<file path="config.mk">
export PLATFORM = sky130hd
export DESIGN_NAME = uart_tx_fifo
export DESIGN_NICKNAME = d
export VERILOG_FILES = /design/src/rtl/uart_pkg.sv /design/src/rtl/sync_fifo.sv /design/src/rtl/uart_tx_fifo.sv
export SDC_FILE = /design/constraint.sdc
export NUM_CORES = 1
export LEC_CHECK = 0
export BUFFER_PORTS_ARGS = -buffer_cell sky130_fd_sc_hd__buf_2
export CAP_MARGIN = 20
export CORE_ASPECT_RATIO = 1.25
export CORE_MARGIN = 10
export CORE_UTILIZATION = 40
export CTS_CLUSTER_DIAMETER = 150
export CTS_CLUSTER_SIZE = 30
export DETAILED_ROUTE_END_ITERATION = 8
export GPL_ROUTABILITY_DRIVEN = 0
export PLACE_DENSITY = 0.59
export RECOVER_POWER = 50
export REMOVE_ABC_BUFFERS = 1
export SYNTH_ARGS = -nofsm -noshare
export SYNTH_HDL_FRONTEND = slang
export SYNTH_HIERARCHICAL = 1
export SYNTH_SLANG_ARGS = --single-unit
</file>
<file path="constraint.sdc">
create_clock -name clk -period 5.4 [get_ports clk]
set_clock_uncertainty 0.15 [all_clocks]
set_input_delay 0.81 -clock clk [delete_from_list [all_inputs] [get_ports clk]]
set_output_delay 0.81 -clock clk [all_outputs]
set_load 0.02 [all_outputs]
</file>
<file path="src/rtl/uart_pkg.sv">
// Shared definitions for the buffered UART transmitter: FSM encoding,
// frame bit constants and the baud divisor helper.
package uart_pkg;

  typedef logic [1:0] tx_state_t;

  localparam tx_state_t ST_IDLE  = 2'd0;
  localparam tx_state_t ST_START = 2'd1;
  localparam tx_state_t ST_DATA  = 2'd2;
  localparam tx_state_t ST_STOP  = 2'd3;

  localparam logic START_BIT = 1'b0;
  localparam logic STOP_BIT  = 1'b1;
  localparam int   DATA_BITS = 8;

  // Clock cycles per bit, rounded to the nearest integer.
  function automatic int calc_div(input int clk_freq, input int baud);
    return (clk_freq + baud / 2) / baud;
  endfunction

endpackage

</file>
<file path="src/rtl/sync_fifo.sv">
// Single-clock FIFO with registered status flags and a selectable overflow
// policy (discard the incoming word, or overwrite the oldest entry).
module sync_fifo #(
  parameter int WIDTH       = 8,
  parameter int DEPTH       = 16,
  parameter int DROP_OLDEST = 0
) (
  input  logic                   clk,
  input  logic                   rst,
  input  logic                   push,
  input  logic [WIDTH-1:0]       wdata,
  input  logic                   pop,
  output logic [WIDTH-1:0]       rdata,
  output logic                   full,
  output logic                   empty,
  output logic [$clog2(DEPTH):0] level,
  output logic                   overflow
);

  localparam int AW = $clog2(DEPTH);
  localparam int LW = AW + 1;
  localparam logic [AW-1:0] PTR_ONE  = AW'(1);
  localparam logic [LW-1:0] LVL_ONE  = LW'(1);
  localparam logic [LW-1:0] LVL_FULL = LW'(DEPTH);

  logic [WIDTH-1:0] mem [DEPTH];

  logic [AW-1:0] wr_ptr_q, wr_ptr_d;
  logic [AW-1:0] rd_ptr_q, rd_ptr_d;
  logic [LW-1:0] level_q, level_d;
  logic          full_q, full_d;
  logic          empty_q, empty_d;
  logic          overflow_q, overflow_d;
  logic          wr_en;
  logic          do_pop;

  always_comb begin
    do_pop     = pop && !empty_q;
    wr_en      = 1'b0;
    overflow_d = 1'b0;
    wr_ptr_d   = wr_ptr_q;
    rd_ptr_d   = rd_ptr_q;
    level_d    = level_q;

    if (do_pop) rd_ptr_d = rd_ptr_q + PTR_ONE;

    // A pop in the same cycle frees a slot, so a full FIFO still accepts.
    if (push) begin
      if (!full_q || do_pop) begin
        wr_en = 1'b1;
      end else begin
        overflow_d = 1'b1;
        if (DROP_OLDEST != 0) begin
          wr_en    = 1'b1;
          rd_ptr_d = rd_ptr_q + PTR_ONE;
        end
      end
    end

    if (wr_en) wr_ptr_d = wr_ptr_q + PTR_ONE;

    if (wr_en && !do_pop && !full_q) level_d = level_q + LVL_ONE;
    else if (do_pop && !wr_en)       level_d = level_q - LVL_ONE;

    full_d  = (level_d == LVL_FULL);
    empty_d = (level_d == '0);
  end

  always_ff @(posedge clk) begin
    if (wr_en) mem[wr_ptr_q] <= wdata;
  end

  always_ff @(posedge clk) begin
    if (rst) begin
      wr_ptr_q   <= '0;
      rd_ptr_q   <= '0;
      level_q    <= '0;
      full_q     <= 1'b0;
      empty_q    <= 1'b1;
      overflow_q <= 1'b0;
    end else begin
      wr_ptr_q   <= wr_ptr_d;
      rd_ptr_q   <= rd_ptr_d;
      level_q    <= level_d;
      full_q     <= full_d;
      empty_q    <= empty_d;
      overflow_q <= overflow_d;
    end
  end

  // Head is read combinationally so a pop can load the shifter on the same edge.
  assign rdata    = mem[rd_ptr_q];
  assign full     = full_q;
  assign empty    = empty_q;
  assign level    = level_q;
  assign overflow = overflow_q;

endmodule

</file>
<file path="src/rtl/uart_tx_fifo.sv">
// Buffered 8N1 UART transmitter: byte strobes are queued in a FIFO and
// shifted out LSB first, one frame at a time.
module uart_tx_fifo
  import uart_pkg::*;
#(
  parameter int CLK_FREQ    = 100000000,
  parameter int BAUD        = 115200,
  parameter int FIFO_DEPTH  = 16,
  parameter int DROP_OLDEST = 0
) (
  input  logic                        clk,
  input  logic                        rst,
  input  logic                        dat_en,
  input  logic [7:0]                  dat,
  output logic                        tx,
  output logic                        busy,
  output logic                        fifo_full,
  output logic                        fifo_empty,
  output logic [$clog2(FIFO_DEPTH):0] fifo_level,
  output logic                        overflow
);

  localparam int DIV = calc_div(CLK_FREQ, BAUD);
  localparam int CW  = (DIV > 1) ? $clog2(DIV) : 1;
  localparam logic [CW-1:0] CNT_LAST = CW'(DIV - 1);
  localparam logic [CW-1:0] CNT_ONE  = CW'(1);
  localparam logic [2:0]    BIT_LAST = 3'(DATA_BITS - 1);

  tx_state_t     state_q, state_d;
  logic [CW-1:0] cnt_q, cnt_d;
  logic [2:0]    bit_q, bit_d;
  logic [2:0]    bit_next;
  logic [7:0]    shift_q, shift_d;
  logic          tx_q, tx_d;
  logic          busy_q, busy_d;
  logic          pop;
  logic          baud_tick;
  logic [7:0]    fifo_rdata;

  sync_fifo #(
    .WIDTH      (8),
    .DEPTH      (FIFO_DEPTH),
    .DROP_OLDEST(DROP_OLDEST)
  ) u_fifo (
    .clk     (clk),
    .rst     (rst),
    .push    (dat_en),
    .wdata   (dat),
    .pop     (pop),
    .rdata   (fifo_rdata),
    .full    (fifo_full),
    .empty   (fifo_empty),
    .level   (fifo_level),
    .overflow(overflow)
  );

  assign baud_tick = (cnt_q == CNT_LAST);
  assign bit_next  = bit_q + 3'd1;

  always_comb begin
    state_d = state_q;
    cnt_d   = cnt_q;
    bit_d   = bit_q;
    shift_d = shift_q;
    tx_d    = tx_q;
    busy_d  = busy_q;
    pop     = 1'b0;

    case (state_q)
      ST_IDLE: begin
        cnt_d = '0;
        if (!fifo_empty) begin
          pop     = 1'b1;
          shift_d = fifo_rdata;
          tx_d    = START_BIT;
          busy_d  = 1'b1;
          state_d = ST_START;
        end
      end
      ST_START: begin
        if (baud_tick) begin
          cnt_d   = '0;
          tx_d    = shift_q[0];
          bit_d   = 3'd0;
          state_d = ST_DATA;
        end else begin
          cnt_d = cnt_q + CNT_ONE;
        end
      end
      ST_DATA: begin
        if (baud_tick) begin
          cnt_d = '0;
          if (bit_q == BIT_LAST) begin
            tx_d    = STOP_BIT;
            state_d = ST_STOP;
          end else begin
            bit_d = bit_next;
            tx_d  = shift_q[bit_next];
          end
        end else begin
          cnt_d = cnt_q + CNT_ONE;
        end
      end
      ST_STOP: begin
        // IDLE then spends one high cycle before the next frame may start.
        if (baud_tick) begin
          cnt_d   = '0;
          busy_d  = 1'b0;
          state_d = ST_IDLE;
        end else begin
          cnt_d = cnt_q + CNT_ONE;
        end
      end
      default: begin
        state_d = ST_IDLE;
        tx_d    = STOP_BIT;
        busy_d  = 1'b0;
        cnt_d   = '0;
      end
    endcase
  end

  always_ff @(posedge clk) begin
    if (rst) begin
      state_q <= ST_IDLE;
      cnt_q   <= '0;
      bit_q   <= 3'd0;
      shift_q <= 8'd0;
      tx_q    <= 1'b1;
      busy_q  <= 1'b0;
    end else begin
      state_q <= state_d;
      cnt_q   <= cnt_d;
      bit_q   <= bit_d;
      shift_q <= shift_d;
      tx_q    <= tx_d;
      busy_q  <= busy_d;
    end
  end

  assign tx   = tx_q;
  assign busy = busy_q;

endmodule
</file>
Yosys cells after proc, flatten, opt, wreduce, memory -nomap -nowiden
Memory sizes are Yosys's and may differ from the RTL's. A register that Yosys moved wholly into a read port is not among the register bits.
Cells that the tools add are included.
{"block": "word_totals", "output_inout_bits": 10, "inputBits": 11, "mem_count": 1, "register_bits": 33, "ram_bits": 128}
{"block": "op_classes", "order_cmp": 1, "mux": 31, "n_eq_ne": 12, "bitwise": 2, "addsub": 6, "n_reduce_logical": 21}
{"memory": "u_fifo.mem", "words": 16, "word_bits": 8, "rd": 1, "rd_ports_with_merged_regs": 1, "write_ports": 1, "line": "sync_fifo.sv:26", "text": "logic [WIDTH-1:0] mem [DEPTH];"}
{"operator": "$pmux 10 s2", "n": 1}
{"operator": "$mux 1", "n": 14}
{"operator": "$ne 2x2->1 const B", "n": 6}
{"operator": "$add 10x1->10 const B", "n": 1}
{"operator": "$eq 10x10->1 const B", "n": 1}
{"operator": "$mux 10", "n": 1}
{"operator": "$mux 2", "n": 5}
{"operator": "$mux 5", "n": 2}
{"operator": "$mux 3", "n": 3}
{"operator": "$add 4x1->4 const B", "n": 2}
{"operator": "$pmux 2 s4", "n": 1}
{"operator": "$reduce_and 4->1", "n": 2}
{"operator": "$pmux 3 s2", "n": 1}
{"operator": "$add 5x1->5 const B", "n": 1}
{"operator": "$eq 5x5->1 const B", "n": 1}
{"operator": "$logic_not 5->1", "n": 1}
{"operator": "$reduce_and 5->1", "n": 1}
{"operator": "$sub 5x1->5 const B", "n": 1}
{"operator": "$eq 2x2->1 const B", "n": 2}
{"operator": "$logic_and 1x1->1", "n": 4}
{"operator": "$logic_not 1->1", "n": 4}
{"operator": "$lt 3x4->1 const B", "n": 1}
{"operator": "$reduce_bool 2->1", "n": 2}
{"operator": "$add 3x1->3 const B", "n": 1}
{"operator": "13 further kinds", "n": 14}

Longest topological paths before layout
{"block": "depth", "ltp_word": 11, "depth_mapped": 11, "ltp_nobuf": 9}

Cells and area by module
Netlist, hierarchy kept.
{"mod": "sync_fifo", "n_inst": 1, "area_each_um2": 5918.2, "cells_each": 299, "seq_area_each_um2": 4244.1}
{"mod": "uart_tx_fifo", "n_inst": 1, "area_each_um2": 1194.9, "cells_each": 140, "seq_area_each_um2": 500.5}

Least setup slack after synthesis
Ideal clock, no wire load.
{"block": "synth_path", "kind": "register -> register", "start": "reg state_q[0]", "end": "mem u_fifo.mem[3][0], enable pin", "n_path_buf": 2, "t_arrival_ps": 2298, "period_less_slack_ps": 2832, "path_stages_with_launch": 11, "required_ps": 4867, "path_slack_ps": 2568, "setup_ps": 383, "path_cell_list": "dfxtp_1 inv_1 ha_1 nand2b_1 clkbuf_1 clkinv_1 nand2b_1 clkbuf_1 a21boi_2 nand2_1 nor3_1"}
{"block": "synth_via", "elab_chain_cells": 8}
{"item": "from (decl)", "line": "uart_tx_fifo.sv:29", "text": "tx_state_t state_q, state_d;"}
{"item": "from (signal assigned)", "line": "uart_tx_fifo.sv:132", "text": "state_q <= state_d;"}
{"item": "$logic_not 2->1", "line": "uart_tx_fifo.sv:69", "text": "case (state_q)"}
{"item": "$mux 1", "line": "uart_tx_fifo.sv:69"}
{"item": "via pop", "line": "uart_tx_fifo.sv:36", "text": "logic pop;"}
{"item": "$logic_and 1x1->1", "line": "sync_fifo.sv:38", "text": "do_pop = pop && !empty_q;"}
{"item": "$logic_or 1x1->1", "line": "sync_fifo.sv:49", "text": "if (!full_q || do_pop) begin"}
{"item": "$mux 1", "line": "sync_fifo.sv:49"}
{"item": "$mux 1", "line": "sync_fifo.sv:48", "text": "if (push) begin"}
{"item": "$mux 1", "line": "sync_fifo.sv:70", "text": "if (wr_en) mem[wr_ptr_q] <= wdata;"}
{"item": "$mux 1 (not written as such)", "line": "sync_fifo.sv:70"}
{"item": "to (decl)", "line": "sync_fifo.sv:26"}
The timed path passes the listed nets, and every way through them passes these cells.

Worst setup path after layout
{"block": "layout_path", "start": "reg state_q[0]", "end": "mem u_fifo.mem[3][3], enable pin"}
Same word-level chain as after synthesis.

==> impl_metrics.tcl <==
set metrics [dict create \
    preCtsSetupSlack_ns 1.91 \
    power_density_nw_per_um2 404 \
    crit_type "reg -> reg" \
    finalHoldViolCount 0 \
    antenna_violations_before_repair 0 \
    arrival_ns 3.36 \
    detail_route.wirelength.met1_mm 5.77 \
    fin_worst_hold_slack_ns 0.305 \
    rsz0062_at_grt "no" \
    die_height_um 169 \
    clk_root_buffer_cell "sky130_fd_sc_hd__clkbuf_16" \
    synthesis.instances 439 \
    worstReg2RegEnd "u_fifo/mem[3][3]$_DFFE_PP_" \
    cts_resized 0 \
    crit_share_post_route 0.640 \
    tns_ns 0 \
    placement.cell_area_um2 7380 \
    globalRouteOverflowTotal 0 \
    cpMostUsedCell "sky130_fd_sc_hd__nand2b_1" \
    tritoncts "done" \
    final_common_cell "sky130_fd_sc_hd__edfxtp_1" \
    post_synth_num_cell_types 51 \
    grtUsageTotal 0.122 \
    post-cts-setup-buffer-count 0 \
    die_w_um 139 \
    hold_path_class "reg -> reg" \
    ys_seq_area_frac 0.667 \
    utilization 0.457 \
    max_cap_viol_count 0 \
    highest_layer "met4" \
    core.rowCount 54 \
    synth_async_reset_ratio 0 \
    crit_family "simple AND/OR/NAND/NOR gates" \
    fin_nets 483 \
    core_area_um2 17500 \
    layout_min_cycle_time_ns 3.46 \
    diodes 0 \
    initialDrtViolationCount 186 \
    design.portCount 21 \
    dr_total_vias 3678 \
    first_pass_iters 4 \
    ctsHoldBuffers 0 \
    cts.sink_count 173 \
    maxClockFrequency_mhz 289 \
    clk_latency_ns 0.43 \
    wire_length_of_the_first_global_routing_pass_mm 21.8 \
    finalWirelength_mm 14.0 \
    grt_max_degree 33 \
    timing.final.ws_setup_ns 1.94 \
    clock_tree.buffer_depth 2 \
    remaining_drc_errors 0 \
    edff_count_synth 128 \
    cell_chain_critical_path "inv_1 > ha_1 > nand2b_1 > clkinv_1 > nand2b_1 > a21boi_2 > nand2_1 > nor3_1" \
    slew_headroom 0.290 \
    holdPathStages 2 \
    hp_start "shift_q[6]$_SDFFE_PP0P_" \
    critPathMaxFanout 12 \
    via_per_inst 5.29 \
    max_slew.worst_pin.slew_ns 1.06 \
    netlist_area_before_placement_um2 7110 \
    worst_setup_path_end_kind "flop" \
    buffer_ports.inserted 20 \
    first_global_vias 3801 \
    met2_wirelength_mm 7.62 \
    commonest_cells_after_routing_fill_and_taps_aside "sky130_fd_sc_hd__edfxtp_1, sky130_fd_sc_hd__dfxtp_1, sky130_fd_sc_hd__nor2_1, sky130_fd_sc_hd__nand2_1, sky130_fd_sc_hd__mux4_1" \
    cp.required_ns 5.30 \
    ys.flop_type "sky130_fd_sc_hd__edfxtp_1" \
    synth.avg_cell_area_um2 16.2 \
    ant_nets 0 \
    fill_cell_instance_count_of_the_final_layout 1513 \
    syn2layout_area_growth_pct 12.4 \
    regToRegSetupSlack_ns 1.94 \
    post_layout_nonfiller_instances 695 \
    stdcell_area_um2 8000 \
    number_of_clock_buffers_inserted_by_tritoncts 17 \
    critical_register_to_register_path_startpoint "state_q[0]$_SDFFE_PP0P_" \
    synth_seq_cells 173 \
    critical_path.max_stage_delay_ns 0.82 \
    worst_setup_hold_path_clk_slew_ns 0.06 \
    leakagePower_nw 2.62 \
    hold_path_end "shift_q[6]$_SDFFE_PP0P_" \
    setup_violation_total_in_the_final_timing_report 0 \
    dr_wl_met3_um 350 \
    detailed_placement_hpwl_mm 9.39 \
    worst-r2r-cell-count 8 \
    initial_utilization 0.406 \
    startpoint_type "flop" \
    detail_route.wl_per_cell_um 20.2 \
    worst-path-buf-inv 2 \
    post-layout-total-power_mw 3.23 \
    cts-htree-levels 4 \
    report.final.slew_viol_count 0 \
    outcome "finished, final reports clean" \
    ir_drop_mv 0.248 \
    drive_gt1_frac 0.108 \
    die-area_um2 23600 \
    yosysWarningCount 6 \
    cell_count_after_placement 662 \
    crit_slowest_cell "sky130_fd_sc_hd__nor3_1" \
]
power by group:
| part | leakage [nW] | switching (mW) | internal, mW |
|---|---|---|---|
| clock | 0.312 | 0.497 | 0.820 |
| combinational | 0.781 | 0.206 | 0.163 |
| sequential | 1.52 | 0.0595 | 1.48 |
| total | 2.62 | 0.763 | 2.46 |
synth_stat cells, types with 3 or more instances:
cell | n | share of area
sky130_fd_sc_hd__edfxtp_1 | 128 | 0.54
sky130_fd_sc_hd__dfxtp_1 | 45 | 0.13
sky130_fd_sc_hd__nor2_1 | 43 | 0.023
sky130_fd_sc_hd__nand2_1 | 35 | 0.018
sky130_fd_sc_hd__mux4_1 | 28 | 0.10
sky130_fd_sc_hd__a21oi_1 | 14 | 0.0099
sky130_fd_sc_hd__ha_1 | 14 | 0.025
sky130_fd_sc_hd__clkbuf_1 | 12 | 0.0063
sky130_fd_sc_hd__mux4_2 | 12 | 0.038
sky130_fd_sc_hd__xnor2_1 | 10 | 0.012
sky130_fd_sc_hd__xor2_1 | 9 | 0.011
sky130_fd_sc_hd__inv_1 | 7 | 0.0037
sky130_fd_sc_hd__nor3_1 | 7 | 0.0049
sky130_fd_sc_hd__nand3_1 | 6 | 0.0042
sky130_fd_sc_hd__a211oi_1 | 5 | 0.0053
sky130_fd_sc_hd__nand2b_1 | 5 | 0.0044
sky130_fd_sc_hd__buf_1 | 4 | 0.0021
sky130_fd_sc_hd__mux2i_1 | 4 | 0.0056
sky130_fd_sc_hd__nor2b_1 | 4 | 0.0035
sky130_fd_sc_hd__and3_1 | 3 | 0.0026
sky130_fd_sc_hd__buf_6 | 3 | 0.0047
sky130_fd_sc_hd__o21ai_0 | 3 | 0.0021
sky130_fd_sc_hd__or2_2 | 3 | 0.0026
sky130_fd_sc_hd__or3_1 | 3 | 0.0026
per-layer routing:
| layer | up-vias | track usage |
|---|---|---|
| li1 | 1726 | - |
| met3 | 18 | 0.0249 |
| met5 | - | 0 |
| met2 | 56 | 0.219 |
| met1 | 1878 | 0.134 |
| met4 | 0 | 0.0627 |
layout make-up:
type                    instances  area, µm²  area share
clock inverters                15        216      0.0271
repair buffers                 22       90.1      0.0113
clock buffers                  17        425      0.0532
well taps                     224        280      0.0350
multi-input cells             236       2210       0.276
flip-flops and latches        173       4750       0.593
inverters                       8       30.0     0.00376
sequential cells by signal (all words and copies together), names as in the netlist, 2 cells and up, named ones only:
signal / flops
bit_q: 3
cnt_q: 10
shift_q: 8
state_q: 2
u_fifo/level: 5
u_fifo/mem: 128
u_fifo/rd_ptr_q: 4
u_fifo/wr_ptr_q: 4
cell families (layout without fill, tap and decap cells):
logic type	count (synthesis)	after routing	share of synthesized area
and+or+nand+nor	123	123	0.0809
muxes	45	45	0.149
xor gates and xnor gates	19	19	0.0234
buffers and inverters	30	62	0.0209
adders and majority gates	14	14	0.0246
DFF	173	173	0.667
AOI/OAI and AO/OA	35	35	0.0345
worst register-to-register path: stages, from the launching register on:
cell and delay, ns:
sky130_fd_sc_hd__dfxtp_1 0.34, sky130_fd_sc_hd__inv_1 0.09, sky130_fd_sc_hd__ha_1 0.22, sky130_fd_sc_hd__nand2b_1 0.22
sky130_fd_sc_hd__clkinv_1 0.26, sky130_fd_sc_hd__nand2b_1 0.23, sky130_fd_sc_hd__a21boi_2 0.46, sky130_fd_sc_hd__nand2_1 0.29
sky130_fd_sc_hd__nor3_1 0.82
how the worst max path moves through the flow:
stage                             from                          to  cells past startpoint  slack (ns)
4_1_cts        state_q[0]$_SDFFE_PP0P_  u_fifo/mem[3][7]$_DFFE_PP_                      8        1.88
3_3_place_gp   state_q[0]$_SDFFE_PP0P_  u_fifo/mem[3][7]$_DFFE_PP_                      8        2.10
5_1_grt        state_q[0]$_SDFFE_PP0P_  u_fifo/mem[3][3]$_DFFE_PP_                      8        1.58
3_5_place_dp   state_q[0]$_SDFFE_PP0P_  u_fifo/mem[3][7]$_DFFE_PP_                      8        1.91
6_report       state_q[0]$_SDFFE_PP0P_  u_fifo/mem[3][3]$_DFFE_PP_                      8        1.94
2_1_floorplan  state_q[0]$_SDFFE_PP0P_  u_fifo/mem[3][0]$_DFFE_PP_                      8        2.65
(Power assumes the default switching activity.)
